**src/rtl/gtx_pkg.sv**
```systemverilog
// rtl/gtx_pkg.sv - shared constants and FSM state type for the GTX receive aligner
package gtx_pkg;

    localparam logic [7:0] K28_5   = 8'hBC;
    localparam logic [7:0] IDLE_HI = 8'h50;

    localparam int LOCK_CNT_DEF = 4;
    localparam int ERR_MAX_DEF  = 8;
    localparam int TIMEOUT_DEF  = 1024;

    typedef enum logic [1:0] {
        ST_HUNT   = 2'd0,
        ST_CHECK  = 2'd1,
        ST_LOCKED = 2'd2
    } rx_state_t;

endpackage

```
**src/rtl/gtx_rx_align.sv**
```systemverilog
// rtl/gtx_rx_align.sv - comma detection and byte realignment of the raw 16-bit rx word
module gtx_rx_align
    import gtx_pkg::*;
(
    input  logic        clk,
    input  logic        rst,
    input  logic [1:0]  ctrl,
    input  logic [15:0] data,
    input  logic [1:0]  err,
    input  logic        offset,
    output logic        lo_hit,
    output logic        hi_hit,
    output logic [1:0]  al_ctrl,
    output logic [1:0]  al_err,
    output logic [15:0] al_data_q
);

    logic [15:0] prev_data;
    logic [1:0]  prev_ctrl;
    logic [1:0]  prev_err;
    logic [15:0] al_data;

    // A comma in both bytes is treated as a high-byte hit only.
    assign hi_hit = ctrl[1] && (data[15:8] == K28_5);
    assign lo_hit = ctrl[0] && (data[7:0] == K28_5) && !hi_hit;

    // Offset 1 pairs the previous high byte with the current low byte.
    assign al_data = offset ? {data[7:0], prev_data[15:8]} : prev_data;
    assign al_ctrl = offset ? {ctrl[0], prev_ctrl[1]}      : prev_ctrl;
    assign al_err  = offset ? {err[0], prev_err[1]}        : prev_err;

    always_ff @(posedge clk or posedge rst) begin
        if (rst) begin
            prev_data <= 16'h0000;
            prev_ctrl <= 2'b00;
            prev_err  <= 2'b00;
            al_data_q <= 16'h0000;
        end else begin
            prev_data <= data;
            prev_ctrl <= ctrl;
            prev_err  <= err;
            al_data_q <= al_data;
        end
    end

endmodule

```
**src/rtl/gtx_rx.sv**
```systemverilog
// rtl/gtx_rx.sv - GTX receive word aligner with HUNT/CHECK/LOCKED comma lock FSM
module gtx_rx
    import gtx_pkg::*;
#(
    parameter int LOCK_CNT = LOCK_CNT_DEF,
    parameter int ERR_MAX  = ERR_MAX_DEF,
    parameter int TIMEOUT  = TIMEOUT_DEF
)(
    input  logic        clk_i,
    input  logic        rst_i,
    input  logic [1:0]  ctrl_i,
    input  logic [15:0] data_i,
    input  logic [1:0]  err_i,
    output logic [15:0] data_o,
    output logic        valid_o,
    output logic        link_o
);

    localparam int GW = $clog2(LOCK_CNT + 1);
    localparam int EW = $clog2(ERR_MAX + 1);
    localparam int TW = $clog2(TIMEOUT + 1);

    rx_state_t       state, state_n;
    logic            offset, offset_n;
    logic [GW-1:0]   good_cnt, good_n;
    logic [EW-1:0]   err_cnt, err_n;
    logic [TW-1:0]   to_cnt, to_n;
    logic            lo_hit, hi_hit, hit_any, al_hit, other_hit, al_bad;
    logic [1:0]      al_ctrl, al_err;
    logic            link_d, valid_d;

    gtx_rx_align u_align (
        .clk       (clk_i),
        .rst       (rst_i),
        .ctrl      (ctrl_i),
        .data      (data_i),
        .err       (err_i),
        .offset    (offset),
        .lo_hit    (lo_hit),
        .hi_hit    (hi_hit),
        .al_ctrl   (al_ctrl),
        .al_err    (al_err),
        .al_data_q (data_o)
    );

    assign hit_any   = lo_hit | hi_hit;
    assign al_hit    = offset ? hi_hit : lo_hit;
    assign other_hit = offset ? lo_hit : hi_hit;
    assign al_bad    = other_hit | (|al_err);

    always_ff @(posedge clk_i or posedge rst_i) begin
        if (rst_i) begin
            state    <= ST_HUNT;
            offset   <= 1'b0;
            good_cnt <= '0;
            err_cnt  <= '0;
            to_cnt   <= '0;
            link_o   <= 1'b0;
            valid_o  <= 1'b0;
        end else begin
            state    <= state_n;
            offset   <= offset_n;
            good_cnt <= good_n;
            err_cnt  <= err_n;
            to_cnt   <= to_n;
            link_o   <= link_d;
            valid_o  <= valid_d;
        end
    end

    always_comb begin
        state_n  = state;
        offset_n = offset;
        good_n   = good_cnt;
        err_n    = err_cnt;
        to_n     = to_cnt;
        case (state)
            ST_HUNT: begin
                good_n = '0;
                err_n  = '0;
                to_n   = '0;
                if (hit_any) begin
                    state_n  = ST_CHECK;
                    offset_n = hi_hit;
                    good_n   = GW'(1);
                end
            end
            ST_CHECK: begin
                // Any disagreement restarts the count; a fresh comma restarts it at one.
                if (other_hit || (|err_i)) begin
                    if (hit_any) begin
                        state_n  = ST_CHECK;
                        offset_n = hi_hit;
                        good_n   = GW'(1);
                    end else begin
                        state_n = ST_HUNT;
                        good_n  = '0;
                    end
                end else if (al_hit) begin
                    if (good_cnt == GW'(LOCK_CNT - 1)) begin
                        state_n = ST_LOCKED;
                        good_n  = '0;
                        err_n   = '0;
                        to_n    = '0;
                    end else begin
                        good_n = good_cnt + 1'b1;
                    end
                end
            end
            ST_LOCKED: begin
                // An error on the same word as a good comma still counts as an error.
                if (al_bad) begin
                    if (err_cnt != EW'(ERR_MAX - 1))
                        err_n = err_cnt + 1'b1;
                end else if (al_hit) begin
                    err_n = '0;
                end
                to_n = al_hit ? '0 : to_cnt + 1'b1;
                if ((al_bad && err_cnt == EW'(ERR_MAX - 1)) ||
                    (!al_hit && to_cnt == TW'(TIMEOUT - 1))) begin
                    state_n = ST_HUNT;
                    err_n   = '0;
                    to_n    = '0;
                end
            end
            default: begin
                state_n = ST_HUNT;
                good_n  = '0;
                err_n   = '0;
                to_n    = '0;
            end
        endcase
    end

    // Both outputs sample the same state register, so they fall together.
    always_comb begin
        link_d  = (state == ST_LOCKED);
        valid_d = link_d && (al_ctrl == 2'b00) && (al_err == 2'b00);
    end

endmodule

```
**config.mk**
```make
export PLATFORM = sky130hd
export DESIGN_NAME = gtx_rx
export DESIGN_NICKNAME = d
export VERILOG_FILES = /design/src/rtl/gtx_pkg.sv /design/src/rtl/gtx_rx_align.sv /design/src/rtl/gtx_rx.sv
export SDC_FILE = /design/constraint.sdc
export NUM_CORES = 1
export LEC_CHECK = 0
export ABC_AREA = 1
export CORE_MARGIN = 4
export CORE_UTILIZATION = 38
export DETAILED_ROUTE_END_ITERATION = 16
export DONT_BUFFER_PORTS = 1
export PLACE_DENSITY_LB_ADDON = 0.3
export SYNTH_ARGS = -nofsm -noshare
export SYNTH_HDL_FRONTEND = slang
export SYNTH_SLANG_ARGS = --single-unit
```
**constraint.sdc**
```tcl
create_clock -name clk_i -period 4.7 [get_ports clk_i]
set_clock_uncertainty 0.2 [all_clocks]
set_input_delay 0.47 -clock clk_i [delete_from_list [all_inputs] [get_ports clk_i]]
set_output_delay 0.47 -clock clk_i [all_outputs]
set_load 0.05 [all_outputs]
```
==> impl_results.md <==
- Outcome: finished clean
- Dominant combinational cell family by area after synthesis: simple AND/OR/NAND/NOR gates
- Final Wtd Congestion: 0.7607
- Clock-pin slew of the registers on the worst-case setup and hold paths: ~0.070 ns
- Top cells by instance count after synthesis: sky130_fd_sc_hd__nand2_1 (91), sky130_fd_sc_hd__dfrtp_1 (59), sky130_fd_sc_hd__nand3_1 (31)
- Ratio of cells with drive above 1 in the final layout: 0.09509
- Cell type with the highest aggregate area in the netlist: sky130_fd_sc_hd__dfrtp_1
- Synthesized-area fraction occupied by ao, oa, aoi and oai cells: 0.04091
- Layout Utilization: 0.4606
- Adder-cell share of the synthesized area: 0.01427
- Post-CTS setup buffer count: 0
- Final sum of negative setup slack: 0 ns
- Cell repeated most along the worst path: sky130_fd_sc_hd__nand2_1
- FF-to-FF End: to_cnt[0]
- Hpwl dp: roughly 3500 microns
- Total clock sinks: 59
- Via count of the first global-routing pass: ~1900
- Number of nets in the synthesized netlist: ~320
- Number of vias after detailed routing: 1966
- Dominant cells by area after synthesis: sky130_fd_sc_hd__dfrtp_1 (56%), sky130_fd_sc_hd__nand2_1 (13%), sky130_fd_sc_hd__nand3_1 (5.9%), sky130_fd_sc_hd__inv_1 (4.0%), sky130_fd_sc_hd__nor2_1 (3.6%)
- Depth of the CTS H-tree: 3
- Mean number of vias per cell: around 4.8
- Clk Tree Root Cell: sky130_fd_sc_hd__clkbuf_8
- Multi-input gate area: between 1000 and 1500 sq um
- Synthesized instance count: slightly below 300
- Start point of the critical path: offset
- Slowest cell on the critical path: sky130_fd_sc_hd__dfrtp_1
- Critical path fanouts, max: 22
- Syn Std Cell Area: around 2600 sq um
- Total power density per cell area: 370.9 nW/um^2
- Overall fraction of global-route tracks in use: 0.1440
- Actual transition at the worst max-transition pin: roughly 1.0 ns
- Cell with the most instances after synthesis: sky130_fd_sc_hd__nand2_1
- Cell depth of the worst setup path: 7
- End point of the critical path: to_cnt[0]
- Clock tree from TritonCTS: built
- Proportion of netlist area held by the largest area contributor: 0.5614
- Critical path buffer and inverter count: 1
- Horizontal die dimension: around 91 microns
- Post-synthesis area per instance: approximately 8.9 sq um
- Pin count of the biggest net entering global routing: 60
- Finish-stage setup viols: 0
- Register-to-register setup slack: approximately 2 ns
- Number of top-level design ports: 40
- Port Buffers: 0
- First-pass GRT wire length: approximately 9400 microns
- Maximum achievable frequency: around 370 MHz
- Crit path capture type: register
- Summed area of non-filler cells in the final layout: between 3000 and 4000 sq um
- FILL cells: 630
- Share of the synthesized netlist area taken by xor and xnor gates: 0.02664
- Grt total ovfl: 0
- Dominant synthesized flop cell: sky130_fd_sc_hd__dfrtp_1
- Standard cell area after detailed placement: approximately 2700 sq um
- Bufs on Longest Clock Path: 2
- Final wirelength: roughly 5400 microns
- Number of core rows: 30
- Initial cell density of the core: 0.3893
- Series of cell instances along the critical path: inv_1 > nand2_1 > nand2_1 > nand3b_2 > a21oi_1 > nand3_1 > o21ai_0
- Die footprint: 8317 sq um
- Count of yosys warnings during synthesis: 0
- Tightest Hold Check Type: input pin to async pin
- Post-synth ARST share: 1.000
- Count of unique library cells instantiated by Yosys: 31
- Worst skew pair latency: ~0.34 ns
- Worst VDD drop: ~150 uV
- Number of cells traversed by the worst register-to-register path: 7
- Area share of and/or/nand/nor cells after synthesis: 0.3007
- Fin crit share: 0.5778
- Core Footprint: 6756 sq um
- Final worst path period need: around 2.7 ns
- DRC violation total after the first TritonRoute iteration: 100
- Start-to-end type of the worst setup path: register to register
- Final layout net count: around 350
- Maximum cell stage delay along the critical path: 0.76 ns
- Flip-flop and latch count after synthesis: approximately 60
- Overall power: roughly 1.2 mW
- Register area share after synthesis: 0.5614
- Arrival time of data at the critical path endpoint: 2.77 ns
- Final Hold Viols: 0
- Number of antenna violations at the first check in global routing: 0
- Critical path startpoint category: register
- Top Family by Delay on Critical Path: flip-flops
- Crit Reg-Reg Startpoint: offset
- Proportion of synthesized area in mux cells: 0
- Number of enable-type register cells in the synthesized netlist: 0
- Antenna diode instance count: 0
- Worst EP required: roughly 4.8 ns
- Number of design rule violations left after detail routing: 0
- Die boundary height: 91.20 microns
- FF+latch area: roughly 1500 sq um
- RSZ-0062 raised after global routing: no
- Static leakage: around 1.5 nW
- Worst-case headroom to the max-slew limit: 0.3200
- Detailed-routing iteration count for the pre-antenna-repair pass: 5
- Max-cap violation count: 0
- CTS buffer count: 9
- Max Transition Viols Final: 0
- WL/cell: 13.23 microns
- Residual antenna-violating net count after detailed routing: 0
- Area overhead of the layout relative to synthesis: 18.32%
## logic make-up after synthesis
| family | Yosys count |
|---|---|
| compound gates | 20 |
| xor+xnor | 8 |
| fa+ha+maj | 3 |
| buf+inv | 35 |
| flops | 59 |
| simple gates | 171 |
## timing repair
action,4_1_cts,5_1_grt
hold buffers,20,0
gates resized for setup,0,0
hold endpoints to repair,20,0
## through the flow
stage                     instances  setup slack, ns  hold WS [ns]
after detailed placement        370            1.990        0.2191
after CTS                       406            1.964       0.03404
final                           406            1.985      0.009414
after floorplan                 296            2.574        0.1833
after global placement          370            2.107        0.2267
after global routing            406            1.630       0.02938
## report_power, final
part | internal, mW | total (mW) | leakage [nW] | switching [mW]
registers | 0.530 | 0.587 | 0.739 | 0.0569
logic | 0.0242 | 0.0623 | 0.674 | 0.0381
clock network | 0.299 | 0.505 | 0.103 | 0.205
total | 0.854 | 1.15 | 1.52 | 0.300
## sequential cells by signal, summed over array words and instances (netlist names)
register           flops
u_align.prev_err       2
err_cnt                4
u_align.prev_ctrl      2
to_cnt                11
u_align.prev_data     16
offset                 1
u_align.al_data_q     16
state                  2
link_o                 1
valid_o                1
good_cnt               3
## layout make-up
cell class	count	area share
flip-flops and latches	59	0.4745
multi-input cells	202	0.3233
repair buffers	21	0.06675
clock buffers	10	0.04101
inverters	28	0.03378
well taps	80	0.03217
clock inverters	6	0.02855
## placed cells by master, fill, tap and decap left out, types with 3 or more instances in the layout
master                          synthesis  final
sky130_fd_sc_hd__xor2_1                 6      6
sky130_fd_sc_hd__dlygate4sd3_1          0     20
sky130_fd_sc_hd__nand4_1                4      4
sky130_fd_sc_hd__inv_1                 28     27
sky130_fd_sc_hd__clkbuf_8               0      9
sky130_fd_sc_hd__ha_1                   3      3
sky130_fd_sc_hd__nor2_1                25     25
sky130_fd_sc_hd__dfrtp_1               59     59
sky130_fd_sc_hd__o21ai_0               15     15
sky130_fd_sc_hd__nand3_1               31     31
sky130_fd_sc_hd__nand2_1               91     91
sky130_fd_sc_hd__nor2_2                 3      3
## worst min-delay path by stage
stage	start	to	slack [ns]	cells after the start
floorplan	u_align.prev_ctrl[1]	valid_o	0.18	1
global placement	u_align.prev_data[2]	u_align.al_data_q[2]	0.23	2
detailed placement	u_align.prev_ctrl[1]	valid_o	0.22	1
CTS	data_i[4]	u_align.al_data_q[12]	0.03	2
global route	data_i[2]	u_align.al_data_q[10]	0.03	2
finish	rst_i	to_cnt[10]	0.009	2
## layer usage
metal / vias up / wire, microns / GRT usage / part of all wire
met2: 51 / 2425 / 0.2091 / 0.45
met1: 918 / 2491 / 0.1888 / 0.46
met4: 0 / 97 / 0.05905 / 0.018
li1: 990 / - / - / -
met5: - / 0 / 0 / 0
met3: 7 / 355 / 0.06048 / 0.066
No activity file was read; power rests on OpenSTA's default activity.
